File: src/rtl/fir_out_sink.sv
// Receiving end of the FIR sample stream: aligns the input strobe to the filter latency, drops the
// warm-up outputs and queues valid samples in a show-ahead FIFO. Define FIR_SINK_DECIM_EN to keep
// only one of every DECIM post-warm-up samples.
module fir_out_sink #(
    parameter int unsigned WW_DATA  = 8,
    parameter int unsigned LATENCY  = 3,
    parameter int unsigned N_WARMUP = 14,
    parameter int unsigned DEPTH    = 16,
    parameter int unsigned DECIM    = 2
) (
    input  logic                     clk,
    input  logic                     i_srst,
    input  logic                     i_en,
    input  logic [WW_DATA-1:0]       i_data,
    input  logic                     i_restart,
    input  logic                     i_clr_ovf,
    output logic                     o_valid,
    input  logic                     i_ready,
    output logic [WW_DATA-1:0]       o_data,
    output logic [$clog2(DEPTH):0]   o_level,
    output logic                     o_overflow,
    output logic                     o_warm
);

    localparam int unsigned AW  = $clog2(DEPTH);
    localparam int unsigned PW  = AW + 1;
    localparam int unsigned WCW = (N_WARMUP > 1) ? $clog2(N_WARMUP) : 1;

    typedef enum logic [0:0] {StWarmup, StRun} state_e;

    localparam state_e StReset = (N_WARMUP == 0) ? StRun : StWarmup;

    state_e             state_q, state_d;
    logic [WCW-1:0]     warm_cnt_q, warm_cnt_d;
    logic [LATENCY-1:0] en_pipe_q, en_pipe_d;
    logic [LATENCY:0]   en_shift;
    logic               cap;
    logic               run_cap;
    logic               push_cand;

    logic [PW-1:0]      wr_ptr_q, wr_ptr_d;
    logic [PW-1:0]      rd_ptr_q, rd_ptr_d;
    logic [WW_DATA-1:0] mem_q [DEPTH];
    logic [WW_DATA-1:0] o_data_q, o_data_d;
    logic               ovf_q, ovf_d;
    logic               full, empty, pop, push, ovf_set;

    // Strobe delay line: a strobe reaches the top bit on the edge its filter output is ready.
    always_comb begin
        en_shift  = {en_pipe_q, i_en};
        en_pipe_d = en_shift[LATENCY-1:0];
        cap       = en_pipe_q[LATENCY-1];
    end

    always_comb begin
        state_d    = state_q;
        warm_cnt_d = warm_cnt_q;
        run_cap    = 1'b0;
        if (i_restart) begin
            state_d    = StReset;
            warm_cnt_d = '0;
        end else if (cap) begin
            unique case (state_q)
                StWarmup: begin
                    if (warm_cnt_q == WCW'(N_WARMUP - 1)) begin
                        state_d    = StRun;
                        warm_cnt_d = '0;
                    end else begin
                        warm_cnt_d = warm_cnt_q + 1'b1;
                    end
                end
                StRun:    run_cap = 1'b1;
                default:  state_d = StReset;
            endcase
        end
    end

`ifdef FIR_SINK_DECIM_EN
    localparam int unsigned DW = (DECIM > 1) ? $clog2(DECIM) : 1;

    logic [DW-1:0] dec_cnt_q, dec_cnt_d;

    always_comb begin
        push_cand = run_cap && (dec_cnt_q == '0);
        dec_cnt_d = dec_cnt_q;
        if (i_restart || state_q != StRun) begin
            dec_cnt_d = '0;
        end else if (run_cap) begin
            dec_cnt_d = (dec_cnt_q == DW'(DECIM - 1)) ? '0 : dec_cnt_q + 1'b1;
        end
    end

    always_ff @(posedge clk) begin
        if (i_srst) dec_cnt_q <= '0;
        else        dec_cnt_q <= dec_cnt_d;
    end
`else
    always_comb push_cand = run_cap;
`endif

    always_comb begin
        empty    = (wr_ptr_q == rd_ptr_q);
        full     = (wr_ptr_q[AW] != rd_ptr_q[AW]) && (wr_ptr_q[AW-1:0] == rd_ptr_q[AW-1:0]);
        pop      = !empty && i_ready;
        push     = push_cand && (!full || pop);
        ovf_set  = push_cand && full && !pop;
        wr_ptr_d = wr_ptr_q + PW'(push);
        rd_ptr_d = rd_ptr_q + PW'(pop);
        ovf_d    = ovf_set ? 1'b1 : (i_clr_ovf ? 1'b0 : ovf_q);
    end

    // Registered head; a sample written into an empty queue becomes the head on the same edge.
    always_comb begin
        o_data_d = o_data_q;
        if (wr_ptr_d != rd_ptr_d) begin
            if (push && (wr_ptr_q[AW-1:0] == rd_ptr_d[AW-1:0])) o_data_d = i_data;
            else                                                o_data_d = mem_q[rd_ptr_d[AW-1:0]];
        end
    end

    always_ff @(posedge clk) begin
        if (push) mem_q[wr_ptr_q[AW-1:0]] <= i_data;
    end

    always_ff @(posedge clk) begin
        if (i_srst) begin
            state_q    <= StReset;
            warm_cnt_q <= '0;
            en_pipe_q  <= '0;
            wr_ptr_q   <= '0;
            rd_ptr_q   <= '0;
            o_data_q   <= '0;
            ovf_q      <= 1'b0;
        end else begin
            state_q    <= state_d;
            warm_cnt_q <= warm_cnt_d;
            en_pipe_q  <= en_pipe_d;
            wr_ptr_q   <= wr_ptr_d;
            rd_ptr_q   <= rd_ptr_d;
            o_data_q   <= o_data_d;
            ovf_q      <= ovf_d;
        end
    end

    always_comb begin
        o_valid    = !empty;
        o_data     = o_data_q;
        o_level    = wr_ptr_q - rd_ptr_q;
        o_overflow = ovf_q;
        o_warm     = (state_q == StRun);
    end

endmodule
File: config.mk
export PLATFORM = sky130hd
export DESIGN_NAME = fir_out_sink
export DESIGN_NICKNAME = d
export VERILOG_FILES = /design/src/rtl/fir_out_sink.sv
export SDC_FILE = /design/constraint.sdc
export NUM_CORES = 1
export LEC_CHECK = 0
export ABC_AREA = 1
export CAP_MARGIN = 20
export CORE_ASPECT_RATIO = 0.7
export CORE_MARGIN = 2
export CORE_UTILIZATION = 30
export DETAILED_ROUTE_END_ITERATION = 16
export GPL_ROUTABILITY_DRIVEN = 1
export PLACE_DENSITY = 0.57
export SYNTH_ARGS = -nofsm -noshare
export SYNTH_HDL_FRONTEND = slang
export SYNTH_SLANG_ARGS = --single-unit
File: constraint.sdc
create_clock -name clk -period 3.6 [get_ports clk]
set_input_delay 0.36 -clock clk [delete_from_list [all_inputs] [get_ports clk]]
set_output_delay 0.36 -clock clk [all_outputs]
set_load 0.03 [all_outputs]
==> impl_results.md, run 1 <==
- Buf/Inv on CP: 2
- Final slew viol count: 0
- Worst Hold Slack: 0.398 ns
- DR iter-0 viols: 489
- Post-DP Area: 7800 sq um
- Total CTS buffers: 17
- Final period util: 0.870
- DR vias/cell: 4.59
- NumNets Final: 775
- Post-DP HPWL: 10.7 mm
- Via Count: 4980
- Average size of a mapped cell: 9.84 sq um
- Share of cells above drive strength 1: 0.0809
- Post-synthesis async set-or-reset flop share: 0
- Worst clock skew: 0.00851 ns
- Residual DRC count: 0
- Vias in the first global route: 4765
- Yosys top cell by area: edfxtp_1
- Clk pwr share: 0.481
- N_diodes: 0
- Fin Setup TNS: 0 ns
- Pin count of the biggest net entering global routing: 62
- Routed Wire Length: 17.3 mm
- Worst-skew pair later-pin latency: 0.43 ns
- Max rail drop VDD: 0.000307 V
- # rows: 47
- YS warnings: 0
- Die H: 133 microns
- GRT Total Usage: 0.143
- Tot Pwr: 3.84 mW
- HP Start: en_pipe_q[0]$_SDFF_PP0_
- Worst-case reg-to-reg path depth: 15
- Sequential element share of the synthesized area: 0.615
- Commonest cells in the netlist: 155 x nand3_1, 128 x edfxtp_1, 125 x inv_1
- Area Growth Syn to Fin: 17.7%
- Total grt overflow: 0
- Status: finished clean
- Post-Place Setup Slack: 0.494 ns
- Initial antenna violation count: 0
- Worst-path fanout max: 16
- Comb pwr share: 0.014
- RSZ-0062 raised after global routing: false
- Global-route wire length before repair: 27.2 mm
- Non-filler instance count after layout: 1084
- Cts-stage hold buffer count: 0
- Initial Util: 0.303
- Seq pwr share: 0.505
- Ys flop type: edfxtp_1
- Fillers: 2360
- Leakage power: 3.33 nW
- Die area: 25000 sq um
- Routed WL per cell: 15.9 microns
- FF-to-FF Start: rd_ptr_q[2]$_SDFF_PP0_
- Global placer's final weighted congestion: 0.841
- CP required: 3.91 ns
- Initial DRT Pass Iterations: 5
- Pint: 3.05 mW
- CP endpoint kind: flop
- Setup WS post-layout: 0.467 ns
- Top cell type's share of synthesized area: 0.539
- Final critical-path required period: 3.13 ns
- Hold Path Cell Cnt: 2
- Post-synthesis cell count: 725
- Top-Level Pins: 30
- Crit path DAT: 3.45 ns
- CTS tree: yes
- Max clock buf depth: 2
- Placed Cells: 1052
- Synthesis-stage register bit count: 155
- Top cell family by delay on the critical path: simple AND/OR/NAND/NOR gates
- Syn Nets: 747
- Slowest-stage cell, CP: dfxtp_1
- Hold EP: en_pipe_q[1]$_SDFF_PP0_
- Switch Pwr: 0.795 mW
- Clock slew at reported path FFs: 0.07 ns
- Postcts setup bufs: 0
- CTS root buf: clkbuf_16
- Power Dens Cells: 457 nW/um^2
- Htree depth: 4
- Largest stage delay, worst path: 0.43 ns
- Worst min path class: flop to flop
- EDFF count, synth: 128
- Core area: 23500 sq um
- Port Buffers: 29
- # resized after CTS: 0
- Sink Count: 155
- Top-count cell post-synth: nand3_1
- Final Util: 0.357
- FMAX: 319 MHz
- Critical path class: flop to flop
- Worst r2r dst: o_data[3]$_SDFFE_PP0P_
- Die width: 188 microns
- Post-route ant nets: 0
- Synth Cell Area: 7130 sq um
- Fin. Hold Viols: 0
- Slew HR: 0.388
- Finished Cell Area: 8400 sq um
- Top cells by area, synth: edfxtp_1 54%, nand3_1 11%, dfxtp_1 7.6%
- Total of max-cap violations: 0
- Sw Ratio: 0.207
- Setup violations, final: 0
- R2R Setup Slk: 0.47 ns
- CP Cell Sequence: inv_1 -> ha_1 -> nand2_1 -> nor2_2 -> nand2_2 -> nand3_4 -> inv_2 -> ha_1 -> xnor2_1 -> xor2_1 -> nand3_1 -> nor3_1 -> nand2_2 -> o21ai_0 -> a21oi_1
- Startpoint Class: flop
- Distinct cell type count after synthesis: 33
- Slew at the pin closest to its max-slew limit: 0.916 ns
==> worst max path at each step <==
stage / slack, ns / depth (start not counted) / start / end
after floorplan: 0.52 / 17 / wr_ptr_q[0]$_SDFF_PP0_ / o_data[4]$_SDFFE_PP0P_
final: 0.47 / 15 / rd_ptr_q[2]$_SDFF_PP0_ / o_data[3]$_SDFFE_PP0P_
after detailed placement: 0.49 / 13 / i_restart / o_data[3]$_SDFFE_PP0P_
after global routing: 0.25 / 20 / rd_ptr_q[2]$_SDFF_PP0_ / o_data[7]$_SDFFE_PP0P_
after global placement: 0.54 / 13 / i_restart / o_data[1]$_SDFFE_PP0P_
after CTS: 0.46 / 5 / wr_ptr_q[1]$_SDFF_PP0_ / o_level[4]
==> power groups by stage <==
stage               logic (mW)  clock network (mW)  registers (mW)
floorplan              0.00685                   0            1.98
global placement        0.0535                   0            1.98
detailed placement      0.0540                   0            1.98
CTS                     0.0543                1.87            1.94
global route            0.0584                1.94            1.94
finish                  0.0543                1.85            1.94
==> area by class of cell <==
type,count,area [sq um],area share
inverter,128,483,0.0575
sequential,155,4380,0.522
clock buffer,18,429,0.0511
clock inverter,14,170,0.0203
timing repair buffer,40,398,0.0474
multi-input combinational,411,2130,0.254
tap,318,398,0.0474
==> logic make-up after synthesis <==
logic type / after synthesis / share of synthesized area
simple gates: 360 / 0.244
fa+ha+maj: 8 / 0.0151
flops: 155 / 0.615
xor+xnor: 13 / 0.0170
buf+inv: 159 / 0.0863
compound gates: 30 / 0.0235
==> cells in the final DEF, fill, tap and decap left out, types with 4 or more instances in the layout <==
| cell | instances |
|---|---|
| nand3_1 | 155 |
| edfxtp_1 | 128 |
| inv_1 | 125 |
| nand2_1 | 113 |
| nor2_1 | 39 |
| nand3b_1 | 30 |
| clkdlybuf4s50_1 | 29 |
| dfxtp_1 | 27 |
| clkbuf_16 | 17 |
| a21oi_1 | 16 |
| xor2_1 | 9 |
| buf_4 | 9 |
| o21ai_0 | 8 |
| ha_1 | 7 |
| nor3_1 | 6 |
| nand2_2 | 4 |
| clkinvlp_4 | 4 |
==> routing by layer <==
metal	global-route usage	vias up	wire, microns
met5	0	-	0
met1	0.213	2389	8830
met3	0.0353	14	893
met2	0.207	110	7390
met4	0.0378	0	142
li1	-	2467	-
==> worst min-delay path, stage by stage (launching register included) <==
cell,delay [ns]
dfxtp_1,0.29
inv_1,0.04
nor2_1,0.03
==> sequential cells by signal, indices dropped and copies added, names as in the netlist <==
| signal | cells |
|---|---|
| warm_cnt_q | 4 |
| wr_ptr_q | 5 |
| mem_q | 128 |
| o_overflow | 1 |
| rd_ptr_q | 5 |
| o_data | 8 |
| en_pipe_q | 3 |
| o_warm | 1 |
Power figures use the tool's default switching activity.
==> run 2: changes to the inputs <==
- CTS_BUF_LIST: not set -> sky130_fd_sc_hd__clkbuf_16
==> run 2 against run 1 <==
  * Total power is essentially flat
  * Sequential cell count is the same
  * Non-clock buffer count is the same
  * Critical path depth is the same
  * Combinational power is essentially flat
  * Clock skew grew 0.00098 ns
  * Register-to-register slack is essentially flat
  * Critical path type unchanged
  * Largest power group unchanged
  * Highest routed layer unchanged
==> impl_results.md, run 2 (synthesis gave the netlist of run 1 again) <==
- Status: finished clean
- Postcts setup bufs: 0 (unchanged)
- Routed Wire Length: 17.3 mm (about the same)
- Post-DP HPWL: 10.7 mm (unchanged)
- Routed WL per cell: 15.9 microns (about the same)
- Power Dens Cells: 457 nW/um^2 (about the same)
- Total grt overflow: 0 (unchanged)
- Worst-case reg-to-reg path depth: 15 (unchanged)
- # rows: 47 (unchanged)
- Met1 GRT Util: 0.213 (unchanged)
- CP required: 3.91 ns (about the same)
- Via Count: 4985 (+0.10%)
- Crit path DAT: 3.44 ns (about the same)
- Slew HR: 0.396 (+0.00824)
- Hold EP: en_pipe_q[1]$_SDFF_PP0_
- DR vias/cell: 4.60 (+0.10%)
- Max rail drop VDD: 0.000306 V (-0.50%)
- Slew at the pin closest to its max-slew limit: 0.903 ns (-0.0123 ns)
- Share of cells above drive strength 1: 0.0809 (unchanged)
- Pin count of the biggest net entering global routing: 62 (unchanged)
- Clock slew at reported path FFs: 0.07 ns (about the same)
- Vias in the first global route: 4765 (unchanged)
- Leakage power: 3.33 nW (+0.12%)
- Worst min path class: flop to flop
- Fin. Hold Viols: 0 (unchanged)
- Final period util: 0.869 (-0.00103)
- M2 GR Usage: 0.207 (unchanged)
- Commonest non-fill, non-tap cell in the layout: nand3_1
- CTS tree: yes
- Top cell family by delay on the critical path: simple AND/OR/NAND/NOR gates
- Buf/Inv on CP: 2 (unchanged)
- Htree depth: 4 (unchanged)
- M3 GR Usage: 0.0353 (unchanged)
- Fin Setup TNS: 0 ns (unchanged)
- Residual DRC count: 0 (unchanged)
- Critical path class: flop to flop
- Largest register FFs: 128 (unchanged)
- Initial DRT Pass Iterations: 5 (unchanged)
- Hold Path Cell Cnt: 2 (unchanged)
- Setup violations, final: 0 (unchanged)
- Total of max-cap violations: 0 (unchanged)
- Core area: 23500 sq um (unchanged)
- R2R Setup Slk: 0.47 ns (about the same)
- Final slew viol count: 0 (unchanged)
- Slowest-stage cell, CP: dfxtp_1
- HP Start: en_pipe_q[0]$_SDFF_PP0_
- Die width: 188 microns (unchanged)
- Sink Count: 155 (unchanged)
- FMAX: 320 MHz (+0.12%)
- RSZ-0062 raised after global routing: false
- Startpoint Class: flop
- Post-route ant nets: 0 (unchanged)
- Final Util: 0.357 (unchanged)
- N_diodes: 0 (unchanged)
- Global-route wire length before repair: 27.2 mm (unchanged)
- Die H: 133 microns (unchanged)
- # resized after CTS: 0 (unchanged)
- CP Cell Sequence: inv_1 -> ha_1 -> nand2_1 -> nor2_2 -> nand2_2 -> nand3_4 -> inv_2 -> ha_1 -> xnor2_1 -> xor2_1 -> nand3_1 -> nor3_1 -> nand2_2 -> o21ai_0 -> a21oi_1
- Global placer's final weighted congestion: 0.841 (unchanged)
- Total CTS buffers: 17 (unchanged)
- Setup WS post-layout: 0.470 ns (+0.00369 ns)
- FF-to-FF Start: rd_ptr_q[2]$_SDFF_PP0_
- Worst clock skew: 0.00948 ns (+0.000977 ns)
- Busiest grt layer: met1
- Final critical-path required period: 3.13 ns (-0.00369 ns)
- Top-Level Pins: 30 (unchanged)
- GRT Total Usage: 0.143 (unchanged)
- Worst-path fanout max: 16 (unchanged)
- Fillers: 2360 (unchanged)
- Post-Place Setup Slack: 0.494 ns (unchanged)
- CP endpoint kind: flop
- Initial antenna violation count: 0 (unchanged)
- Area Growth Syn to Fin: 17.7% (unchanged)
- Initial Util: 0.303 (unchanged)
- Port Buffers: 29 (unchanged)
- Die area: 25000 sq um (unchanged)
- NumNets Final: 775 (unchanged)
- Max clock buf depth: 2 (unchanged)
- Largest stage delay, worst path: 0.43 ns (about the same)
- Commonest cells after routing, fill and taps aside: 155 x nand3_1, 128 x edfxtp_1, 126 x inv_1
- Worst r2r dst: o_data[3]$_SDFFE_PP0P_
- Worst-skew pair later-pin latency: 0.43 ns (about the same)
- DR iter-0 viols: 494 (+1.0%)
- Cts-stage hold buffer count: 0 (unchanged)
- CTS root buf: clkbuf_16
## run 2: cell types whose count changed in the layout (fill, tap and decap cells not counted), sizes merged
| cell | previous run | this run |
|---|---|---|
| inv | 130 | 131 |
| clkbuf | 18 | 17 |
## run 2: how the worst max path moves through the flow
stage / from / to / slack, ns / depth (start not counted)
floorplan: wr_ptr_q[0]$_SDFF_PP0_ / o_data[4]$_SDFFE_PP0P_ / 0.52 / 17
global placement: i_restart / o_data[1]$_SDFFE_PP0P_ / 0.54 / 13
detailed placement: i_restart / o_data[3]$_SDFFE_PP0P_ / 0.49 / 13
CTS: wr_ptr_q[1]$_SDFF_PP0_ / o_level[4] / 0.46 / 5
global route: rd_ptr_q[2]$_SDFF_PP0_ / o_data[7]$_SDFFE_PP0P_ / 0.26 / 20
finish: rd_ptr_q[2]$_SDFF_PP0_ / o_data[3]$_SDFFE_PP0P_ / 0.47 / 15
## run 2: final cells by class
type | count | area, sq um | share of cell area
sequential | 155 | 4380 | 0.522
multi-input combinational | 411 | 2130 | 0.254
inverter | 128 | 483 | 0.0575
clock buffer | 17 | 425 | 0.0507
timing repair buffer | 40 | 398 | 0.0474
tap | 318 | 398 | 0.0474
clock inverter | 15 | 174 | 0.0207
## run 2: per-stage QoR
| stage | hold WS (ns) | instances | power (mW) | cell area, sq um |
|---|---|---|---|---|
| 2_1_floorplan | 0.388 | 725 | 1.99 | 7130 |
| 3_3_place_gp | 0.390 | 1052 | 2.03 | 7800 |
| 3_5_place_dp | 0.398 | 1052 | 2.03 | 7800 |
| 4_1_cts | 0.401 | 1084 | 3.86 | 8400 |
| 5_1_grt | 0.429 | 1084 | 3.93 | 8400 |
| 6_report | 0.398 | 1084 | 3.84 | 8400 |
## run 2: metal layers
metal  wire, microns  vias to the layer above
met4             111                        0
met5               0                        -
met1            8770                     2380
met3             967                        9
li1                -                     2466
met2            7420                      130
## run 2: power breakdown
group / total, mW / switching, mW / leakage (nW) / internal [mW]
Combinational: 0.0543 / 0.0397 / 1.68 / 0.0146
Clock: 1.85 / 0.757 / 0.287 / 1.09
Sequential: 1.94 / 0.000492 / 1.37 / 1.94
## run 2: worst reg2reg max path, stage by stage (launching register included)
cell     delay, ns
dfxtp_1       0.43
inv_1         0.11
ha_1          0.35
nand2_1       0.10
nor2_2        0.16
nand2_2       0.11
nand3_4       0.09
inv_2         0.05
ha_1          0.33
xnor2_1       0.26
xor2_1        0.18
nand3_1       0.09
nor3_1        0.25
nand2_2       0.22
o21ai_0       0.23
a21oi_1       0.06
==> run 3: changes to the inputs <==
- clock period: 3.6 -> 3.4 ns (I/O delays scaled with it)
==> run 3 against run 2 <==
  * Clock skew barely moved
  * Total power rose by 2.1%
  * Maximum frequency rose by 3.5%
  * Clock power fell by 2%
  * Sequential cell count did not move
  * Largest cell class unchanged
==> impl_results.md, run 3 (synthesis gave the netlist of run 1 again) <==
- Status: finished clean
- Total CTS buffers: 17 (unchanged)
- Power Dens Cells: 465 nW/um^2 (+1.7%)
- Initial Util: 0.303 (unchanged)
- CP endpoint kind: flop
- GRT Total Usage: 0.138 (-0.00523)
- Crit path DAT: 3.32 ns (-0.12 ns)
- Largest register FFs: 128 (unchanged)
- Non-filler instance count after layout: 1093 (+0.83%)
- M3 GR Usage: 0.0294 (-0.00584)
- DR vias/cell: 4.50 (-2.1%)
- RSZ-0062 raised after global routing: false
- Worst-skew pair later-pin latency: 0.42 ns (about the same)
- Share of cells above drive strength 1: 0.0903 (+0.00938)
- Worst clock skew: 0.00939 ns (-0.0000903 ns)
- Global-route wire length before repair: 26.4 mm (-2.8%)
- Die width: 188 microns (unchanged)
- Tot Pwr: 3.92 mW (+2.1%)
- CTS tree: yes
- Critical path class: flop to flop
- Setup WS post-layout: 0.377 ns (-0.0929 ns)
- Sink Count: 155 (unchanged)
- Initial antenna violation count: 0 (unchanged)
- Cts-stage hold buffer count: 0 (unchanged)
- Max rail drop VDD: 0.000410 V (+34%)
- Final period util: 0.889 (+0.0197)
- Final critical-path required period: 3.02 ns (-0.107 ns)
- # resized after CTS: 0 (unchanged)
- Global placer's final weighted congestion: 0.844 (+0.34%)
- Fin. Hold Viols: 0 (unchanged)
- Routed WL per cell: 15.3 microns (-4.1%)
- CP required: 3.70 ns (-0.21 ns)
- Total of max-cap violations: 0 (unchanged)
- Worst min path class: flop to flop
- Post-DP HPWL: 10.5 mm (-1.5%)
- Clock slew at reported path FFs: 0.06 ns (about the same)
- Fin Setup TNS: 0 ns (unchanged)
- Core area: 23500 sq um (unchanged)
- Worst Hold Slack: 0.406 ns (+0.00810 ns)
- Pin count of the biggest net entering global routing: 62 (unchanged)
- DR iter-0 viols: 417 (-16%)
- Startpoint Class: flop
- Slew HR: 0.434 (+0.0376)
- Leakage power: 3.39 nW (+1.8%)
- Commonest non-fill, non-tap cell in the layout: nand3_1
- CTS root buf: clkbuf_16
- Placed Cells: 1061 (+0.86%)
- Via Count: 4923 (-1.2%)
- Top-Level Pins: 30 (unchanged)
- Routed Wire Length: 16.7 mm (-3.3%)
- Postcts setup bufs: 0 (unchanged)
- Setup violations, final: 0 (unchanged)
- Max clock buf depth: 2 (unchanged)
- Final slew viol count: 0 (unchanged)
- Htree depth: 4 (unchanged)
- Die area: 25000 sq um (unchanged)
- NumNets Final: 784 (+1.2%)
- FMAX: 331 MHz (+3.5%)
- Post-route ant nets: 0 (unchanged)
- M2 GR Usage: 0.201 (-0.00574)
- Die H: 133 microns (unchanged)
- # rows: 47 (unchanged)
- Initial DRT Pass Iterations: 5 (unchanged)
- Fillers: 2340 (-0.85%)
- Residual DRC count: 0 (unchanged)
- Slew at the pin closest to its max-slew limit: 0.847 ns (-0.0567 ns)
- Worst-path fanout max: 16 (unchanged)
- Vias in the first global route: 4645 (-2.5%)
- Commonest cells after routing, fill and taps aside: 155 x nand3_1, 128 x edfxtp_1, 127 x inv_1
- N_diodes: 0 (unchanged)
- Area Growth Syn to Fin: 18.2%
- Port Buffers: 29 (unchanged)
- Busiest grt layer: met1
- Met1 GRT Util: 0.207 (-0.00650)
- Post-Place Setup Slack: 0.337 ns (-0.158 ns)
- Total grt overflow: 0 (unchanged)
[run 3: cell count changes in the layout (fill, tap and decap cells not counted), sizes merged]
cell / change
bufinv: -3
clkinv: +4
buf: +9
clkbuf: +3
clkinvlp: -4
[run 3: final cells by class]
class / count / area [sq um] / area share
flip-flops and latches: 155 / 4380 / 0.520
multi-input cells: 411 / 2130 / 0.253
clock buffers: 20 / 500 / 0.0593
inverters: 128 / 483 / 0.0573
repair buffers: 49 / 465 / 0.0552
well taps: 318 / 398 / 0.0472
clock inverters: 12 / 70.1 / 0.00831
[run 3: path summary, 6_finish.rpt]
check                                              from                      end  slack, ns  cells after the start
worst min-delay path            en_pipe_q[0]$_SDFF_PP0_  en_pipe_q[1]$_SDFF_PP0_       0.41                      2
worst min register to register  en_pipe_q[0]$_SDFF_PP0_  en_pipe_q[1]$_SDFF_PP0_       0.41                      2
worst max-delay path             rd_ptr_q[2]$_SDFF_PP0_   o_data[0]$_SDFFE_PP0P_       0.38                     15
worst max register to register   rd_ptr_q[2]$_SDFF_PP0_   o_data[0]$_SDFFE_PP0P_       0.38                     15
[run 3: power breakdown]
part / total [mW] / switching, mW / internal (mW) / leakage, nW
clock: 1.81 / 0.758 / 1.05 / 0.297
sequential: 2.05 / 0.000562 / 2.05 / 1.37
combinational: 0.0552 / 0.0398 / 0.0154 / 1.73
[run 3: metal layers]
metal,vias to the layer above,wire length [microns]
met2,97,7080
met1,2336,8690
met5,-,0
met4,0,118
met3,11,816
li1,2479,-
[run 3: critical path, stage by stage (launching register included)]
cell,delay (ns)
dfxtp_1,0.41
inv_1,0.10
ha_1,0.35
nand2_1,0.09
nor2_2,0.15
nand2_2,0.11
nand3_4,0.10
inv_2,0.04
ha_1,0.33
xnor2_1,0.24
xor2_1,0.17
nand3_1,0.09
nor3_1,0.23
nand2_2,0.21
o21ai_0,0.22
a21oi_1,0.06
[run 3: metrics by stage]
step                area, sq um   util
floorplan                  7130      -
global placement           7870  0.334
detailed placement         7870  0.334
CTS                        8440  0.359
global route               8440  0.359
finish                     8440  0.359
